[src/rtl/multicycle_ctrl_pkg.sv]
// Shared encodings for the multi-cycle RV32I control path: ALU ops, opcodes, FSM states and
// datapath mux selects, plus the packed control word the FSM drives each cycle.
package multicycle_ctrl_pkg;

  localparam logic [3:0] ALU_CTRL_ADD   = 4'd0;
  localparam logic [3:0] ALU_CTRL_SUB   = 4'd1;
  localparam logic [3:0] ALU_CTRL_SLL   = 4'd2;
  localparam logic [3:0] ALU_CTRL_SLT   = 4'd3;
  localparam logic [3:0] ALU_CTRL_SLTU  = 4'd4;
  localparam logic [3:0] ALU_CTRL_XOR   = 4'd5;
  localparam logic [3:0] ALU_CTRL_SRL   = 4'd6;
  localparam logic [3:0] ALU_CTRL_SRA   = 4'd7;
  localparam logic [3:0] ALU_CTRL_OR    = 4'd8;
  localparam logic [3:0] ALU_CTRL_AND   = 4'd9;
  localparam logic [3:0] ALU_CTRL_LUI   = 4'd10;
  localparam logic [3:0] ALU_CTRL_AUIPC = 4'd11;

  localparam logic [6:0] OPC_LOAD   = 7'b0000011;
  localparam logic [6:0] OPC_OP_IMM = 7'b0010011;
  localparam logic [6:0] OPC_AUIPC  = 7'b0010111;
  localparam logic [6:0] OPC_STORE  = 7'b0100011;
  localparam logic [6:0] OPC_OP     = 7'b0110011;
  localparam logic [6:0] OPC_LUI    = 7'b0110111;
  localparam logic [6:0] OPC_BRANCH = 7'b1100011;
  localparam logic [6:0] OPC_JALR   = 7'b1100111;
  localparam logic [6:0] OPC_JAL    = 7'b1101111;

  typedef enum logic [2:0] {
    S_FETCH  = 3'd0,
    S_DECODE = 3'd1,
    S_EXEC   = 3'd2,
    S_MEM    = 3'd3,
    S_WB     = 3'd4,
    S_BRANCH = 3'd5,
    S_JUMP   = 3'd6,
    S_TRAP   = 3'd7
  } state_t;

  localparam logic [1:0] SRC_A_RS1  = 2'd0;
  localparam logic [1:0] SRC_A_PC   = 2'd1;
  localparam logic [1:0] SRC_A_ZERO = 2'd2;

  localparam logic [1:0] SRC_B_RS2  = 2'd0;
  localparam logic [1:0] SRC_B_IMM  = 2'd1;
  localparam logic [1:0] SRC_B_FOUR = 2'd2;

  localparam logic [1:0] PC_SEL_PC4          = 2'd0;
  localparam logic [1:0] PC_SEL_ALU          = 2'd1;
  localparam logic [1:0] PC_SEL_ALUREG       = 2'd2;
  localparam logic [1:0] PC_SEL_ALUREG_ALIGN = 2'd3;

  localparam logic [1:0] WB_SEL_ALUREG = 2'd0;
  localparam logic [1:0] WB_SEL_MEM    = 2'd1;
  localparam logic [1:0] WB_SEL_PC4    = 2'd2;

  typedef struct packed {
    logic [3:0] alu_ctrl;
    logic [1:0] src_a;
    logic [1:0] src_b;
    logic       alu_out_we;
    logic       ir_we;
    logic       pc_we;
    logic [1:0] pc_sel;
    logic       reg_we;
    logic [1:0] wb_sel;
    logic       mem_req;
    logic       mem_we;
    logic       mem_addr_sel;
    logic       retired;
  } ctrl_t;

  // BEQ/BNE test the zero flag; the four compare branches test the SLT/SLTU bit.
  function automatic logic branch_taken(input logic [2:0] funct3, input logic zero,
                                        input logic lt);
    return funct3[2] ? (lt ^ funct3[0]) : (zero ^ funct3[0]);
  endfunction

endpackage

[src/rtl/multicycle_ctrl_alu_op_decode.sv]
// Combinational map from (opcode, funct3, funct7[5]) to the ALU op and an instruction-legal bit.
// Zero latency; no handshake.
module multicycle_ctrl_alu_op_decode
  import multicycle_ctrl_pkg::*;
(
  input  logic [6:0] opcode,
  input  logic [2:0] funct3,
  input  logic       funct7_b5,
  output logic [3:0] alu_ctrl,
  output logic       legal
);

  logic [3:0] arith;

  // funct3 table shared by OP and OP-IMM; only OP uses funct7[5] to pick SUB.
  always_comb begin
    arith = ALU_CTRL_ADD;
    case (funct3)
      3'b000:  arith = ALU_CTRL_ADD;
      3'b001:  arith = ALU_CTRL_SLL;
      3'b010:  arith = ALU_CTRL_SLT;
      3'b011:  arith = ALU_CTRL_SLTU;
      3'b100:  arith = ALU_CTRL_XOR;
      3'b101:  arith = funct7_b5 ? ALU_CTRL_SRA : ALU_CTRL_SRL;
      3'b110:  arith = ALU_CTRL_OR;
      default: arith = ALU_CTRL_AND;
    endcase
  end

  always_comb begin
    alu_ctrl = ALU_CTRL_ADD;
    legal    = 1'b0;
    case (opcode)
      OPC_OP: begin
        legal    = 1'b1;
        alu_ctrl = (funct3 == 3'b000 && funct7_b5) ? ALU_CTRL_SUB : arith;
      end
      OPC_OP_IMM: begin
        legal    = 1'b1;
        alu_ctrl = arith;
      end
      OPC_LUI: begin
        legal    = 1'b1;
        alu_ctrl = ALU_CTRL_LUI;
      end
      OPC_AUIPC: begin
        legal    = 1'b1;
        alu_ctrl = ALU_CTRL_AUIPC;
      end
      OPC_LOAD:  legal = funct3 inside {3'b000, 3'b001, 3'b010, 3'b100, 3'b101};
      OPC_STORE: legal = funct3 inside {3'b000, 3'b001, 3'b010};
      OPC_BRANCH: begin
        legal = (funct3[2:1] != 2'b01);
        if (funct3[2] == 1'b0)
          alu_ctrl = ALU_CTRL_SUB;
        else
          alu_ctrl = funct3[1] ? ALU_CTRL_SLTU : ALU_CTRL_SLT;
      end
      OPC_JAL:  legal = 1'b1;
      OPC_JALR: legal = (funct3 == 3'b000);
      default:  legal = 1'b0;
    endcase
  end

endmodule

[src/rtl/multicycle_ctrl.sv]
// Multi-cycle RV32I control FSM; 3-5 cycles per instruction with zero-wait memory, held in FETCH/MEM while mem_ready is low.
// Strobes are a decode of state and instr; only state and the sticky illegal flag are registered.
module multicycle_ctrl
  import multicycle_ctrl_pkg::*;
#(
  parameter state_t RESET_STATE     = S_FETCH,
  parameter bit     TRAP_ON_ILLEGAL = 1'b1
) (
  input  logic        clk,
  input  logic        rst,
  input  logic [31:0] instr,
  input  logic        zeroFlag,
  input  logic        alu_lsb,
  input  logic        mem_ready,
  output logic [3:0]  ALUCtrl,
  output logic [1:0]  alu_src_a,
  output logic [1:0]  alu_src_b,
  output logic        alu_out_we,
  output logic        ir_we,
  output logic        pc_we,
  output logic [1:0]  pc_sel,
  output logic        reg_we,
  output logic [1:0]  wb_sel,
  output logic        mem_req,
  output logic        mem_we,
  output logic        mem_addr_sel,
  output logic        illegal,
  output logic        retired,
  output logic [2:0]  state
);

  state_t     cur, nxt;
  ctrl_t      c;
  logic       illegal_q;
  logic [6:0] opcode;
  logic [2:0] funct3;
  logic [3:0] dec_alu_ctrl;
  logic       dec_legal;
  logic       is_load, is_store, is_jalr;
  logic       unused_instr;

  assign opcode       = instr[6:0];
  assign funct3       = instr[14:12];
  assign is_load      = (opcode == OPC_LOAD);
  assign is_store     = (opcode == OPC_STORE);
  assign is_jalr      = (opcode == OPC_JALR);
  assign unused_instr = ^{instr[31], instr[29:15], instr[11:7]};

  multicycle_ctrl_alu_op_decode u_alu_op_decode (
    .opcode    (opcode),
    .funct3    (funct3),
    .funct7_b5 (instr[30]),
    .alu_ctrl  (dec_alu_ctrl),
    .legal     (dec_legal)
  );

  always_comb begin
    // All-zero control word is the idle default: ADD, RS1/RS2, PC4, ALUREG, no strobes.
    c   = '0;
    nxt = cur;
    case (cur)
      S_FETCH: begin
        c.mem_req      = 1'b1;
        c.mem_addr_sel = 1'b0;
        if (mem_ready) begin
          c.ir_we = 1'b1;
          nxt     = S_DECODE;
        end
      end
      S_DECODE: begin
        if (dec_legal) begin
          nxt = S_EXEC;
        end else if (TRAP_ON_ILLEGAL) begin
          nxt = S_TRAP;
        end else begin
          c.pc_we   = 1'b1;
          c.pc_sel  = PC_SEL_PC4;
          c.retired = 1'b1;
          nxt       = S_FETCH;
        end
      end
      S_EXEC: begin
        c.alu_out_we = 1'b1;
        c.alu_ctrl   = dec_alu_ctrl;
        case (opcode)
          OPC_OP: nxt = S_WB;
          OPC_OP_IMM: begin
            c.src_b = SRC_B_IMM;
            nxt     = S_WB;
          end
          OPC_LUI: begin
            c.src_a = SRC_A_ZERO;
            c.src_b = SRC_B_IMM;
            nxt     = S_WB;
          end
          OPC_AUIPC: begin
            c.src_a = SRC_A_PC;
            c.src_b = SRC_B_IMM;
            nxt     = S_WB;
          end
          OPC_LOAD, OPC_STORE: begin
            c.src_b = SRC_B_IMM;
            nxt     = S_MEM;
          end
          OPC_BRANCH: begin
            // Compare result is live from the ALU this cycle; not-taken retires immediately.
            if (branch_taken(funct3, zeroFlag, alu_lsb)) begin
              nxt = S_BRANCH;
            end else begin
              c.pc_we   = 1'b1;
              c.pc_sel  = PC_SEL_PC4;
              c.retired = 1'b1;
              nxt       = S_FETCH;
            end
          end
          OPC_JAL: begin
            c.src_a = SRC_A_PC;
            c.src_b = SRC_B_IMM;
            nxt     = S_JUMP;
          end
          OPC_JALR: begin
            c.src_b = SRC_B_IMM;
            nxt     = S_JUMP;
          end
          default: nxt = S_FETCH;
        endcase
      end
      S_MEM: begin
        c.mem_req      = 1'b1;
        c.mem_addr_sel = 1'b1;
        c.mem_we       = is_store;
        c.wb_sel       = is_store ? WB_SEL_ALUREG : WB_SEL_MEM;
        if (mem_ready) begin
          if (is_store) begin
            c.pc_we   = 1'b1;
            c.pc_sel  = PC_SEL_PC4;
            c.retired = 1'b1;
            nxt       = S_FETCH;
          end else begin
            nxt = S_WB;
          end
        end
      end
      S_WB: begin
        c.reg_we  = 1'b1;
        c.wb_sel  = is_load ? WB_SEL_MEM : WB_SEL_ALUREG;
        c.pc_we   = 1'b1;
        c.pc_sel  = PC_SEL_PC4;
        c.retired = 1'b1;
        nxt       = S_FETCH;
      end
      S_BRANCH: begin
        c.alu_ctrl = ALU_CTRL_ADD;
        c.src_a    = SRC_A_PC;
        c.src_b    = SRC_B_IMM;
        c.pc_we    = 1'b1;
        c.pc_sel   = PC_SEL_ALU;
        c.retired  = 1'b1;
        nxt        = S_FETCH;
      end
      S_JUMP: begin
        c.reg_we  = 1'b1;
        c.wb_sel  = WB_SEL_PC4;
        c.pc_we   = 1'b1;
        c.pc_sel  = is_jalr ? PC_SEL_ALUREG_ALIGN : PC_SEL_ALUREG;
        c.retired = 1'b1;
        nxt       = S_FETCH;
      end
      S_TRAP:  nxt = S_TRAP;
      default: nxt = RESET_STATE;
    endcase

    // Reset kills every strobe in the same cycle, abandoning any memory access.
    if (rst) begin
      c.ir_we      = 1'b0;
      c.pc_we      = 1'b0;
      c.reg_we     = 1'b0;
      c.alu_out_we = 1'b0;
      c.mem_req    = 1'b0;
      c.mem_we     = 1'b0;
      c.retired    = 1'b0;
    end
  end

  always_ff @(posedge clk) begin
    if (rst) begin
      cur       <= RESET_STATE;
      illegal_q <= 1'b0;
    end else begin
      cur <= nxt;
      if (cur == S_DECODE && !dec_legal)
        illegal_q <= 1'b1;
    end
  end

  assign ALUCtrl      = c.alu_ctrl;
  assign alu_src_a    = c.src_a;
  assign alu_src_b    = c.src_b;
  assign alu_out_we   = c.alu_out_we;
  assign ir_we        = c.ir_we;
  assign pc_we        = c.pc_we;
  assign pc_sel       = c.pc_sel;
  assign reg_we       = c.reg_we;
  assign wb_sel       = c.wb_sel;
  assign mem_req      = c.mem_req;
  assign mem_we       = c.mem_we;
  assign mem_addr_sel = c.mem_addr_sel;
  assign retired      = c.retired;
  assign illegal      = illegal_q;
  assign state        = cur;

endmodule

[config.mk]
export PLATFORM = sky130hd
export DESIGN_NAME = multicycle_ctrl
export DESIGN_NICKNAME = d
export VERILOG_FILES = /design/src/rtl/multicycle_ctrl_pkg.sv /design/src/rtl/multicycle_ctrl_alu_op_decode.sv /design/src/rtl/multicycle_ctrl.sv
export SDC_FILE = /design/constraint.sdc
export NUM_CORES = 1
export LEC_CHECK = 0
export ABC_AREA = 1
export CAP_MARGIN = 20
export CORE_MARGIN = 3
export CORE_UTILIZATION = 30
export CTS_CLUSTER_DIAMETER = 120
export DETAILED_ROUTE_END_ITERATION = 6
export PLACE_DENSITY = 0.78
export SYNTH_ARGS = -nofsm -noshare
export SYNTH_HDL_FRONTEND = slang
export SYNTH_SLANG_ARGS = --single-unit
[constraint.sdc]
create_clock -name clk -period 1.24 [get_ports clk]
set_input_delay 0.248 -clock clk [delete_from_list [all_inputs] [get_ports clk]]
set_output_delay 0.248 -clock clk [all_outputs]
set_load 0.01 [all_outputs]
==> reports/qor.csv <==
metric,value,unit
outcome,"finished, violations left",
violations,negative setup slack,
drive_gt1_share,66.7,%
finalHoldViolations,0,
peakVddDrop,0.533,mV
viasPerCell,5.71,
reg2reg_depth,10,
htreeDepth,1,
min-delay-start,illegal$_SDFFE_PP0P_,
grt_antenna_before_repair,0,
synth_top_area_cell,nand2_1,
postRouteAntennaNets,0,
synth_cell_type_count,24,
arrival,1450,ps
clock_sinks,4,
pre_cts_ws,-1130,ps
die_h,56.9,µm
root_buffer,clkbuf_4,
track_usage,26.3,%
die_width,56.9,µm
rows,17,
place_area,1610,µm²
fmax,0.589,GHz
cts_tree,done,
final_common_cell,buf_4,
cellLeakagePower,0.00106,µW
die-area,3240,µm²
syn_nets,195,
cts_made_buffers,3,
grt_setup_unrepaired,yes,
syn_to_final_growth,150,%
cts.clk_slew.worst_paths,40,ps
place_inst,273,
layout_common_cells,"buf_4, nand2_1, buf_2, buf_6, inv_1",
r2r_end,state[0]$_SDFFE_PP0P_,
yosysTopAreaCellShare,24.1,%
p_per_area,514,nW/µm²
syn_avg_cell_area,4.93,µm²
syn-cell-area,778,µm²
clock_latency,250,ps
slew_violations,0,
synth-seq-cells,4,
wire_per_inst,17.9,µm
gp_congestion,0.908,
synth_warnings,0,
regToRegStartpoint,state[2]$_SDFFE_PP0P_,
hold_class,flop to flop,
setup_violations,23,
hold_depth,2,
holdPathEnd,illegal$_SDFFE_PP0P_,
r2r_slack,-200,ps
syn_inst,158,
cts_buffer_depth,2,
worstPathRequired,990,ps
grt_overflow_total,0,
skew,3.64,ps
seq_area_frac_synth,10.3,%
drtIter0Drc,84,
final_util,83.0,%
crit_path_start_kind,flop,
io_buffer_count,38,
io_pins,61,
antenna_cells,0,
first_pass_iters,5,
synthTopCellsByArea,"nand2_1, dfxtp_1, inv_1",
crit_fanout,4,
fin_crit,1700,ps
drc,0,
grt_pass1_vias,1509,
max_cap_violations,0,
wirelength,5180,µm
fin_nets,299,
dp.final_hpwl,2520,µm
cts_hold_buf,0,
cp-end-kind,output pin,
post-route-period-util,137,%
final_cell_area,1940,µm²
core_area,2340,µm²
initial_core_util,33.3,%
fin_cells,289,
layout_setup_ws,-457,ps
grt_pass1_wl,6800,µm
crit_type,flop to output pin,
vias,1649,
grt_max_degree,6,
[report_power, final]
part	switching (µW)	internal [µW]	total [µW]	leakage [µW]
logic	336	297	633	0.00101
registers	21.6	142	164	0.0000349
clock network	80.3	123	203	0.0000150
total	438	561	999	0.00106
[metal layers]
| metal | vias to the layer above | global-route usage [%] | wire (µm) |
|---|---|---|---|
| li1 | 715 | - | - |
| met1 | 736 | 29.2 | 1790 |
| met2 | 144 | 46.7 | 2500 |
| met3 | 54 | 4.30 | 501 |
| met4 | 0 | 15.2 | 383 |
| met5 | - | 0 | 0 |
[per-stage QoR]
stage,hold WS [ps],TNS [ps],total power [µW]
2_1_floorplan,391,-593,334
3_3_place_gp,432,-18140,596
3_5_place_dp,469,-18600,607
4_1_cts,468,-6300,865
5_1_grt,485,-8500,1030
6_report,495,-7430,999
[sequential cells by signal (all words and copies together) (netlist names)]
register and cells:
state 3, illegal 1
[cell usage after synthesis]
| cell type | n |
|---|---|
| clkbuf_1 | 1 |
| o211ai_1 | 1 |
| dfxtp_1 | 4 |
| nor3_1 | 5 |
| buf_4 | 1 |
| nand3b_1 | 1 |
| nor2_4 | 1 |
| inv_2 | 7 |
| o21ai_0 | 4 |
| nor2_1 | 21 |
| nand3_1 | 14 |
| nor3_2 | 1 |
| o22ai_1 | 1 |
| o22ai_2 | 1 |
| nor2_2 | 4 |
| conb_1 | 1 |
| a31oi_1 | 1 |
| nor3_4 | 1 |
| a21oi_1 | 12 |
| o32ai_1 | 1 |
| o211a_1 | 1 |
| nand2_1 | 50 |
| o21ai_1 | 3 |
| inv_1 | 21 |
[layout make-up]
class                           instances  area, µm²
Clock buffer                            4       26.3
Fill cell                             137        398
Inverter                               28        115
Multi-Input combinational cell        124        872
Sequential cell                         4       91.3
Tap cell                               28       35.0
Timing Repair Buffer                  101        802
[logic make-up (layout without fill, tap and decap cells)]
group	Yosys count	after routing	synth area share, %
AND/OR/NAND/NOR	98	98	55.5
buffers and inverters	30	133	15.0
AO/OA/AOI/OAI	25	25	18.8
flip-flops	4	4	10.3
other	1	1	0.482
[what timing repair did]
action,CTS,global route
gates resized for setup,180,41
setup endpoints to repair,27,25
pin swaps,36,19
buffers inserted,11,8
[worst max-delay path by stage]
| stage | start | end | cells past startpoint |
|---|---|---|---|
| floorplan | state[1]$_SDFFE_PP0P_ | pc_we | 6 |
| global placement | instr[1] | pc_we | 8 |
| detailed placement | instr[6] | pc_we | 8 |
| CTS | state[0]$_SDFFE_PP0P_ | retired | 6 |
| global route | state[1]$_SDFFE_PP0P_ | retired | 7 |
| finish | state[1]$_SDFFE_PP0P_ | retired | 7 |
[critical path, cell delays in order, from the launching register on]
cell	delay, ps
dfxtp_4	370
inv_4	40
nor3_4	210
inv_2	120
nor3_4	150
a21oi_2	70
a21oi_2	110
buf_2	130
Power figures use the tool's default switching activity.
